--- src/rtl/console_uart_tx.sv ---
// Console UART transmitter: snoops core data-memory writes to a console byte
// port and a halt port, queues console bytes in a FIFO and shifts them out 8N1.
package memory_io_pkg;
    typedef struct packed {
        logic        valid;
        logic [31:0] addr;
        logic [3:0]  do_write;
        logic [31:0] data;
    } memory_io_req;
endpackage

// state | meaning
// IDLE  | line high; pops the next byte as soon as the FIFO is non-empty
// START | start bit, line low for one bit time
// DATA  | eight data bits, LSB first
// STOP  | stop bit, line high for one bit time
module console_uart_tx #(
    parameter int unsigned CLKS_PER_BIT = 16,
    parameter int unsigned FIFO_DEPTH   = 8,
    parameter logic [31:0] CONSOLE_ADDR = 32'h0002_FFF8,
    parameter logic [31:0] HALT_ADDR    = 32'h0002_FFFC
) (
    input  logic                       clk,
    input  logic                       reset,
    input  memory_io_pkg::memory_io_req data_mem_req,
    output logic                       uart_tx,
    output logic                       busy,
    output logic                       overflow,
    output logic                       halt
);
    localparam int unsigned PTR_W = $clog2(FIFO_DEPTH);
    localparam int unsigned CNT_W = $clog2(CLKS_PER_BIT);
    localparam logic [CNT_W-1:0] BAUD_LOAD = CNT_W'(CLKS_PER_BIT - 1);

    typedef enum logic [1:0] {IDLE, START, DATA, STOP} tx_state_e;

    tx_state_e        state, state_d;
    logic [7:0]       fifo_mem [FIFO_DEPTH];
    logic [PTR_W:0]   wr_ptr, rd_ptr;
    logic             fifo_empty, fifo_full;
    logic             console_wr, halt_wr, push, pop;
    logic [CNT_W-1:0] baud_cnt, baud_cnt_d;
    logic [2:0]       bit_idx, bit_idx_d;
    logic [7:0]       shift_reg, shift_reg_d;
    logic             tx_d;
    logic             halt_pending;
    logic             unused_data_hi;

    assign console_wr = data_mem_req.valid && (data_mem_req.addr == CONSOLE_ADDR)
                        && (data_mem_req.do_write != 4'b0);
    assign halt_wr    = data_mem_req.valid && (data_mem_req.addr == HALT_ADDR)
                        && (data_mem_req.do_write != 4'b0);
    assign unused_data_hi = ^data_mem_req.data[31:8];

    // Extra pointer bit separates full from empty when the indices match.
    assign fifo_empty = (wr_ptr == rd_ptr);
    assign fifo_full  = (wr_ptr[PTR_W] != rd_ptr[PTR_W])
                        && (wr_ptr[PTR_W-1:0] == rd_ptr[PTR_W-1:0]);
    assign push       = console_wr && (!fifo_full || pop);
    assign busy       = !fifo_empty || (state != IDLE);

    always_ff @(posedge clk) begin
        if (push) begin
            fifo_mem[wr_ptr[PTR_W-1:0]] <= data_mem_req.data[7:0];
        end
    end

    always_ff @(posedge clk or posedge reset) begin
        if (reset) begin
            wr_ptr       <= '0;
            rd_ptr       <= '0;
            overflow     <= 1'b0;
            halt_pending <= 1'b0;
            halt         <= 1'b0;
        end else begin
            if (push) begin
                wr_ptr <= wr_ptr + (PTR_W + 1)'(1);
            end
            if (pop) begin
                rd_ptr <= rd_ptr + (PTR_W + 1)'(1);
            end
            if (console_wr && fifo_full && !pop) begin
                overflow <= 1'b1;
            end
            if (halt_wr) begin
                halt_pending <= 1'b1;
            end
            if (halt_pending && fifo_empty && (state == IDLE)) begin
                halt <= 1'b1;
            end
        end
    end

    always_ff @(posedge clk or posedge reset) begin
        if (reset) begin
            state     <= IDLE;
            baud_cnt  <= '0;
            bit_idx   <= '0;
            shift_reg <= '0;
            uart_tx   <= 1'b1;
        end else begin
            state     <= state_d;
            baud_cnt  <= baud_cnt_d;
            bit_idx   <= bit_idx_d;
            shift_reg <= shift_reg_d;
            uart_tx   <= tx_d;
        end
    end

    // tx_d is the line level for the state being entered, so uart_tx is a flop.
    always_comb begin
        state_d     = state;
        baud_cnt_d  = baud_cnt;
        bit_idx_d   = bit_idx;
        shift_reg_d = shift_reg;
        tx_d        = uart_tx;
        pop         = 1'b0;
        case (state)
            IDLE: begin
                tx_d = 1'b1;
                if (!fifo_empty) begin
                    pop         = 1'b1;
                    shift_reg_d = fifo_mem[rd_ptr[PTR_W-1:0]];
                    baud_cnt_d  = BAUD_LOAD;
                    tx_d        = 1'b0;
                    state_d     = START;
                end
            end
            START: begin
                if (baud_cnt == '0) begin
                    baud_cnt_d = BAUD_LOAD;
                    bit_idx_d  = '0;
                    tx_d       = shift_reg[0];
                    state_d    = DATA;
                end else begin
                    baud_cnt_d = baud_cnt - CNT_W'(1);
                end
            end
            DATA: begin
                if (baud_cnt == '0) begin
                    baud_cnt_d = BAUD_LOAD;
                    bit_idx_d  = bit_idx + 3'd1;
                    if (bit_idx == 3'd7) begin
                        tx_d    = 1'b1;
                        state_d = STOP;
                    end else begin
                        shift_reg_d = {1'b0, shift_reg[7:1]};
                        tx_d        = shift_reg[1];
                    end
                end else begin
                    baud_cnt_d = baud_cnt - CNT_W'(1);
                end
            end
            STOP: begin
                if (baud_cnt == '0) begin
                    tx_d    = 1'b1;
                    state_d = IDLE;
                end else begin
                    baud_cnt_d = baud_cnt - CNT_W'(1);
                end
            end
            default: state_d = IDLE;
        endcase
    end
endmodule

--- config.mk ---
export PLATFORM = sky130hd
export DESIGN_NAME = console_uart_tx
export DESIGN_NICKNAME = d
export VERILOG_FILES = /design/src/rtl/console_uart_tx.sv
export SDC_FILE = /design/constraint.sdc
export NUM_CORES = 1
export LEC_CHECK = 0
export ABC_AREA = 1
export CORE_ASPECT_RATIO = 0.7
export CORE_MARGIN = 4
export CORE_UTILIZATION = 29
export CTS_CLUSTER_DIAMETER = 40
export CTS_CLUSTER_SIZE = 25
export DETAILED_ROUTE_END_ITERATION = 10
export PLACE_DENSITY = 0.59
export SLEW_MARGIN = 0
export SYNTH_ARGS = -nofsm -noshare
export SYNTH_HDL_FRONTEND = slang
export SYNTH_SLANG_ARGS = --single-unit
--- constraint.sdc ---
create_clock -name clk -period 1.9 [get_ports clk]
set_input_delay 0.38 -clock clk [delete_from_list [all_inputs] [get_ports clk]]
set_output_delay 0.38 -clock clk [all_outputs]
set_load 0.01 [all_outputs]
== Word level (Yosys, flattened, before mapping) ==
Memories as Yosys holds them, arrays and structs flattened.
Index checks and enable logic that the tools add are counted.
Storage, ports and cells
  memories: 1
  register bits: 29
  word-level logic and storage cells: 85
  bits in writable memories: 64
Memory list
  fifo_mem: depth 8, width 8, rd ports 1, clocked after memory_dff 0, wr ports 1, line 38  | logic [7:0] fifo_mem [FIFO_DEPTH];
Operators by class
  muxes and demuxes: 27
  reductions and logical operators: 27
  add/subtract/negate cells: 4
  equality and inequality tests: 16
Operators with widths (number)
  32-bit by 18-bit equality test with 1-bit output (second input constant): 2
  8-bit 2-to-1 mux: 3
  8-bit one-hot mux with 2 select lines: 1
  2-bit != test (second input constant): 7
  4-bit 2-to-1 mux: 3
  4-bit one-hot mux with 3 select lines: 1
  1-bit logical AND: 10
  2-bit 2-to-1 mux: 5
  1-bit 2-to-1 mux: 9
  4-bit by 1-bit adder with 4-bit output (second input constant): 2
  2-bit one-hot mux with 4 select lines: 1
  3-bit 2-to-1 mux: 2
  3-bit one-hot mux with 2 select lines: 1
  3-bit AND reduction: 2
  2-bit nonzero test: 3
  5-bit AND reduction: 1
  2-bit equality test (second input constant): 2
  4-bit equality test: 1
  4-bit zero test: 1
  1-bit one-hot mux with 4 select lines: 1
  4-bit AND reduction: 1
  4-bit nonzero test: 1
  4-bit by 1-bit subtractor with 4-bit output (second input constant): 1
  3-bit by 1-bit adder with 3-bit output (second input constant): 1
  9 further kinds: 12

== Depth between registers and ports, before layout ==
  depth after elaboration: 7
  mapped depth: 11
  gate-level depth less buffers: 10

== Worst setup path before layout ==
OpenSTA, ideal clock, no wires.
  kind: reg2reg
  start point: register state[0]
  end point: memory fifo_mem[1][0] (enable)
  stages on the path, launching flop included: 7
  path slack: 0.035 ns
  arrival: 1.495 ns
  data required time: 1.530 ns
  clock period less this slack: 1.865 ns
  cell sequence: dfrtp_1 -> inv_1 -> ha_1 -> nor2_1 -> nand3_2 -> nand3_1 -> nor2_1
Between the ends
  longest elaborated chain between the ends: 6
Ends and longest elaborated chain
  start: declaration: line 37  | tx_state_e state, state_d;
  start signal: assignment: line 102  | state <= state_d;
  2-bit zero test: line 118  | case (state)
  1-bit 2-to-1 mux: line 118
  1-bit logical OR: line 59  | assign push = console_wr && (!fifo_full || pop);
  1-bit logical AND: line 59
  1-bit 2-to-1 mux: line 63  | if (push) begin
  1-bit 2-to-1 mux (implied by the code): line 64  | fifo_mem[wr_ptr[PTR_W-1:0]] <= data_mem_req.data[7:0];
  end: declaration: line 38
Every way passes these cells.

== Worst setup path after layout ==
  start point: input port data_mem_req[63] (netlist name)
  end point: memory fifo_mem[0][2] (enable)
Between the ends
  longest elaborated chain between the ends: 6
Ends and longest elaborated chain
  start: declaration: line 25  | input memory_io_pkg::memory_io_req data_mem_req,
  32-bit by 18-bit equality test with 1-bit output: line 49  | assign console_wr = data_mem_req.valid && (data_mem_req.addr == CONSOLE_ADDR)
  1-bit logical AND: line 49
  1-bit logical AND: line 50  | && (data_mem_req.do_write != 4'b0);
  1-bit logical AND: line 59
  1-bit 2-to-1 mux: line 63
  1-bit 2-to-1 mux (implied by the code): line 64
Every way passes these cells.

==> metrics.md <==
| Metric | Value |
|---|---|
| Final ANT Viol Nets | `0` |
| All-Layer GR Usage | `12.6%` |
| Pre-CTS setup slack | `-0.499 ns` |
| Switching share of total power | `21.4%` |
| Slew Viols, Final | `0` |
| Rel. slew slack | `66.1%` |
| WS Path Type | `input pin to register` |
| R2r setup slk | `0.20 ns` |
| Detailed Routing Iterations Pass 1 | `4` |
| Per-cell routed wire length | `13.2 µm` |
| Post-Route WL | `11000 µm` |
| Grt peak-use layer | `met2` |
| Crit end category | `register` |
| Global-route wire length before repair | `18800 µm` |
| Fin crit period | `1.85 ns` |
| Commonest non-fill, non-tap cells in the layout | `151 x nand2_1, 67 x nor2_1, 64 x edfxtp_1` |
| FF-to-FF Start | `state[0]$_DFFE_PP0P_` |
| Combinational power share | `5.6%` |
| Design area | `6180 µm²` |
| Grt ovf | `0` |
| Worst VDD drop | `378 µV` |
| CTS tree | `yes` |
| Initial Utilization | `30.0%` |
| Setup crit start | `data_mem_req[63]` |
| Boundary Pins | `75` |
| Final hold vios | `0` |
| Die width | `160 µm` |
| Hold-fix buffers, CTS | `0` |
| CP endpoint | `fifo_mem[0][2]$_DFFE_PP_` |
| Largest fanout on the critical path | `8` |
| Pleak | `2.64 nW` |
| Final Non-Filler Cells | `835` |
| GR Util met3 | `2.59%` |
| RR Endpoint | `fifo_mem[0][2]$_DFFE_PP_` |
| Reg power frac | `53.5%` |
| Largest net degree at the start of global routing | `35` |
| Post-route setup TNS | `0 ns` |
| Seq/Total Area, Yosys | `56.3%` |
| Yosys reg bits | `93` |
| Critical path arrival | `1.90 ns` |
| Netlist cell types | `33` |
| Vias post-DR | `3812` |
| Sw power | `0.000868 W` |
| Max-cap violation count | `0` |
| Max clock buf depth | `2` |
| Final setup vio count | `0` |
| F_max | `540 MHz` |
| Post-Place Cells | `811` |
| Dpl hpwl | `7980 µm` |
| RePlAce Congestion | `0.801` |
| Worst Reg-to-Reg Cells | `7` |
| Vias per std cell | `4.57` |
| Grt met2 use | `19.2%` |
| Worst setup slack after layout | `0.0468 ns` |
| Die area | `18400 µm²` |
| Period utilisation layout | `97.5%` |
| Iter 0 DRT Violations | `194` |
| Antenna cells | `0` |
| Worst hold path class | `input pin to async pin` |
| Mapped cell area | `4700 µm²` |
| CP Data Required Time | `1.95 ns` |
| Clk pin slew, worst setup/hold paths | `0.07 ns` |
| Core region area | `15700 µm²` |
| Worst-Skew Late Latency | `0.34 ns` |
| Cell area power density | `656 nW/µm²` |
| Final #Nets | `711` |
| Port-buffer cells | `50` |
| Synth Warn # | `0` |
| Vias in the first global route | `3839` |
| Clock skew | `0.00785 ns` |
| Commonest non-fill, non-tap cell in the layout | `nand2_1` |
| Clock share of power | `40.9%` |
| Worst-Margin Slew | `0.508 ns` |
| GR Util met1 | `17.9%` |
| Share of layout cells above drive strength 1 | `19.1%` |
| Avg Inst Size Synth | `8.84 µm²` |
| Row count | `38` |
| Synth Net Count | `613` |
| Die Ht | `115 µm` |
| CP startpoint kind | `input pin` |
| Mapped Cells | `532` |
| Total CTS buffers | `9` |
| Clock tree root driver cell | `clkbuf_16` |
| Initial antenna violation count | `0` |
| DP Area | `5700 µm²` |
| DRC Markers | `0` |
| Status | `finished, final reports clean` |
| Int Power | `0.00319 W` |
| P&R area growth vs syn | `31.4%` |
| Num Clock Sinks | `93` |
| H-tree depth | `3` |
| Max reg flops | `64` |
==> through the flow <==
stage               total power, W  utilization, %  hold WS [ns]
finish                     0.00406            39.4         0.372
global route               0.00421            39.4         0.426
CTS                        0.00409            38.4         0.389
detailed placement         0.00243            36.3         0.469
global placement           0.00242            36.3         0.456
floorplan                  0.00226               -         0.442
==> how the worst min path moves through the flow <==
stage / slack [ns] / depth (start not counted) / from / to
2_1_floorplan: 0.44 / 2 / shift_reg[7]$_DFFE_PP0P_ / shift_reg[7]$_DFFE_PP0P_
3_3_place_gp: 0.46 / 2 / shift_reg[7]$_DFFE_PP0P_ / shift_reg[7]$_DFFE_PP0P_
3_5_place_dp: 0.47 / 2 / shift_reg[4]$_DFFE_PP0P_ / shift_reg[4]$_DFFE_PP0P_
4_1_cts: 0.39 / 2 / reset / baud_cnt[1]$_DFFE_PP0P_
5_1_grt: 0.43 / 2 / reset / baud_cnt[2]$_DFFE_PP0P_
6_report: 0.37 / 2 / reset / baud_cnt[1]$_DFFE_PP0P_
==> layout make-up <==
class | instances | area, µm²
fillers | 1544 | 9510
flip-flops and latches | 93 | 2650
multi-input cells | 373 | 1870
repair buffers | 102 | 941
well taps | 200 | 250
clock buffers | 9 | 225
inverters | 51 | 194
clock inverters | 7 | 51.3
==> cells by family after synthesis <==
logic type / after synthesis / share of synthesized area (%)
flip-flops: 93 / 56.3
AO/OA/AOI/OAI: 52 / 6.28
buffers and inverters: 66 / 6.14
AND/OR/NAND/NOR: 306 / 27.7
XOR/XNOR: 5 / 0.931
adder cells (fa/ha/maj): 10 / 2.66
==> Yosys cell counts (all sizes together) <==
| cell type | count | area [µm²] |
|---|---|---|
| a21oi | 8 | 40.0 |
| o22ai | 2 | 12.5 |
| dfstp | 1 | 26.3 |
| nand4 | 4 | 25.0 |
| o31ai | 2 | 15.0 |
| inv | 50 | 190 |
| edfxtp | 64 | 1920 |
| clkbuf | 2 | 7.51 |
| buf | 13 | 87.6 |
| nand3 | 57 | 305 |
| ha | 10 | 125 |
| xor2 | 5 | 43.8 |
| nor2 | 81 | 312 |
| nand2 | 155 | 606 |
| dfrtp | 28 | 701 |
| o21bai | 2 | 15.0 |
| clkinv | 1 | 3.75 |
| nor3 | 2 | 10.0 |
| a31o | 1 | 8.76 |
| or2 | 6 | 37.5 |
| nand3b | 1 | 7.51 |
| o21ai | 37 | 204 |
==> per-layer routing <==
layer	vias up	part of all wire, %
met5	-	0
met4	0	0.95
met3	11	4.8
met2	94	45
met1	1759	49
li1	1948	-
==> timing repair <==
| item | 4_1_cts | 5_1_grt |
|---|---|---|
| gates resized for setup | 10 | 43 |
| setup buffers | 2 | 6 |
| pin swaps | 1 | 17 |
| endpoints found under the setup margin | 65 | 67 |
==> power groups by stage <==
stage	registers, W	clock network, W	logic [W]
after floorplan	0.00221	0	0.0000449
after global placement	0.00221	0	0.000213
after detailed placement	0.00221	0	0.000218
after CTS	0.00217	0.00170	0.000219
after global routing	0.00217	0.00179	0.000251
final	0.00217	0.00166	0.000226
==> worst max-delay path, stage by stage <==
cell	delay (ns)
clkdlybuf4s50_1	0.43
nor2_2	0.15
nand3_2	0.10
nor2_4	0.10
nand3_2	0.10
nor2_4	0.20
nand3_4	0.15
nor2_2	0.12
buf_6	0.16
Note: power is estimated with default switching activity, not from simulation.
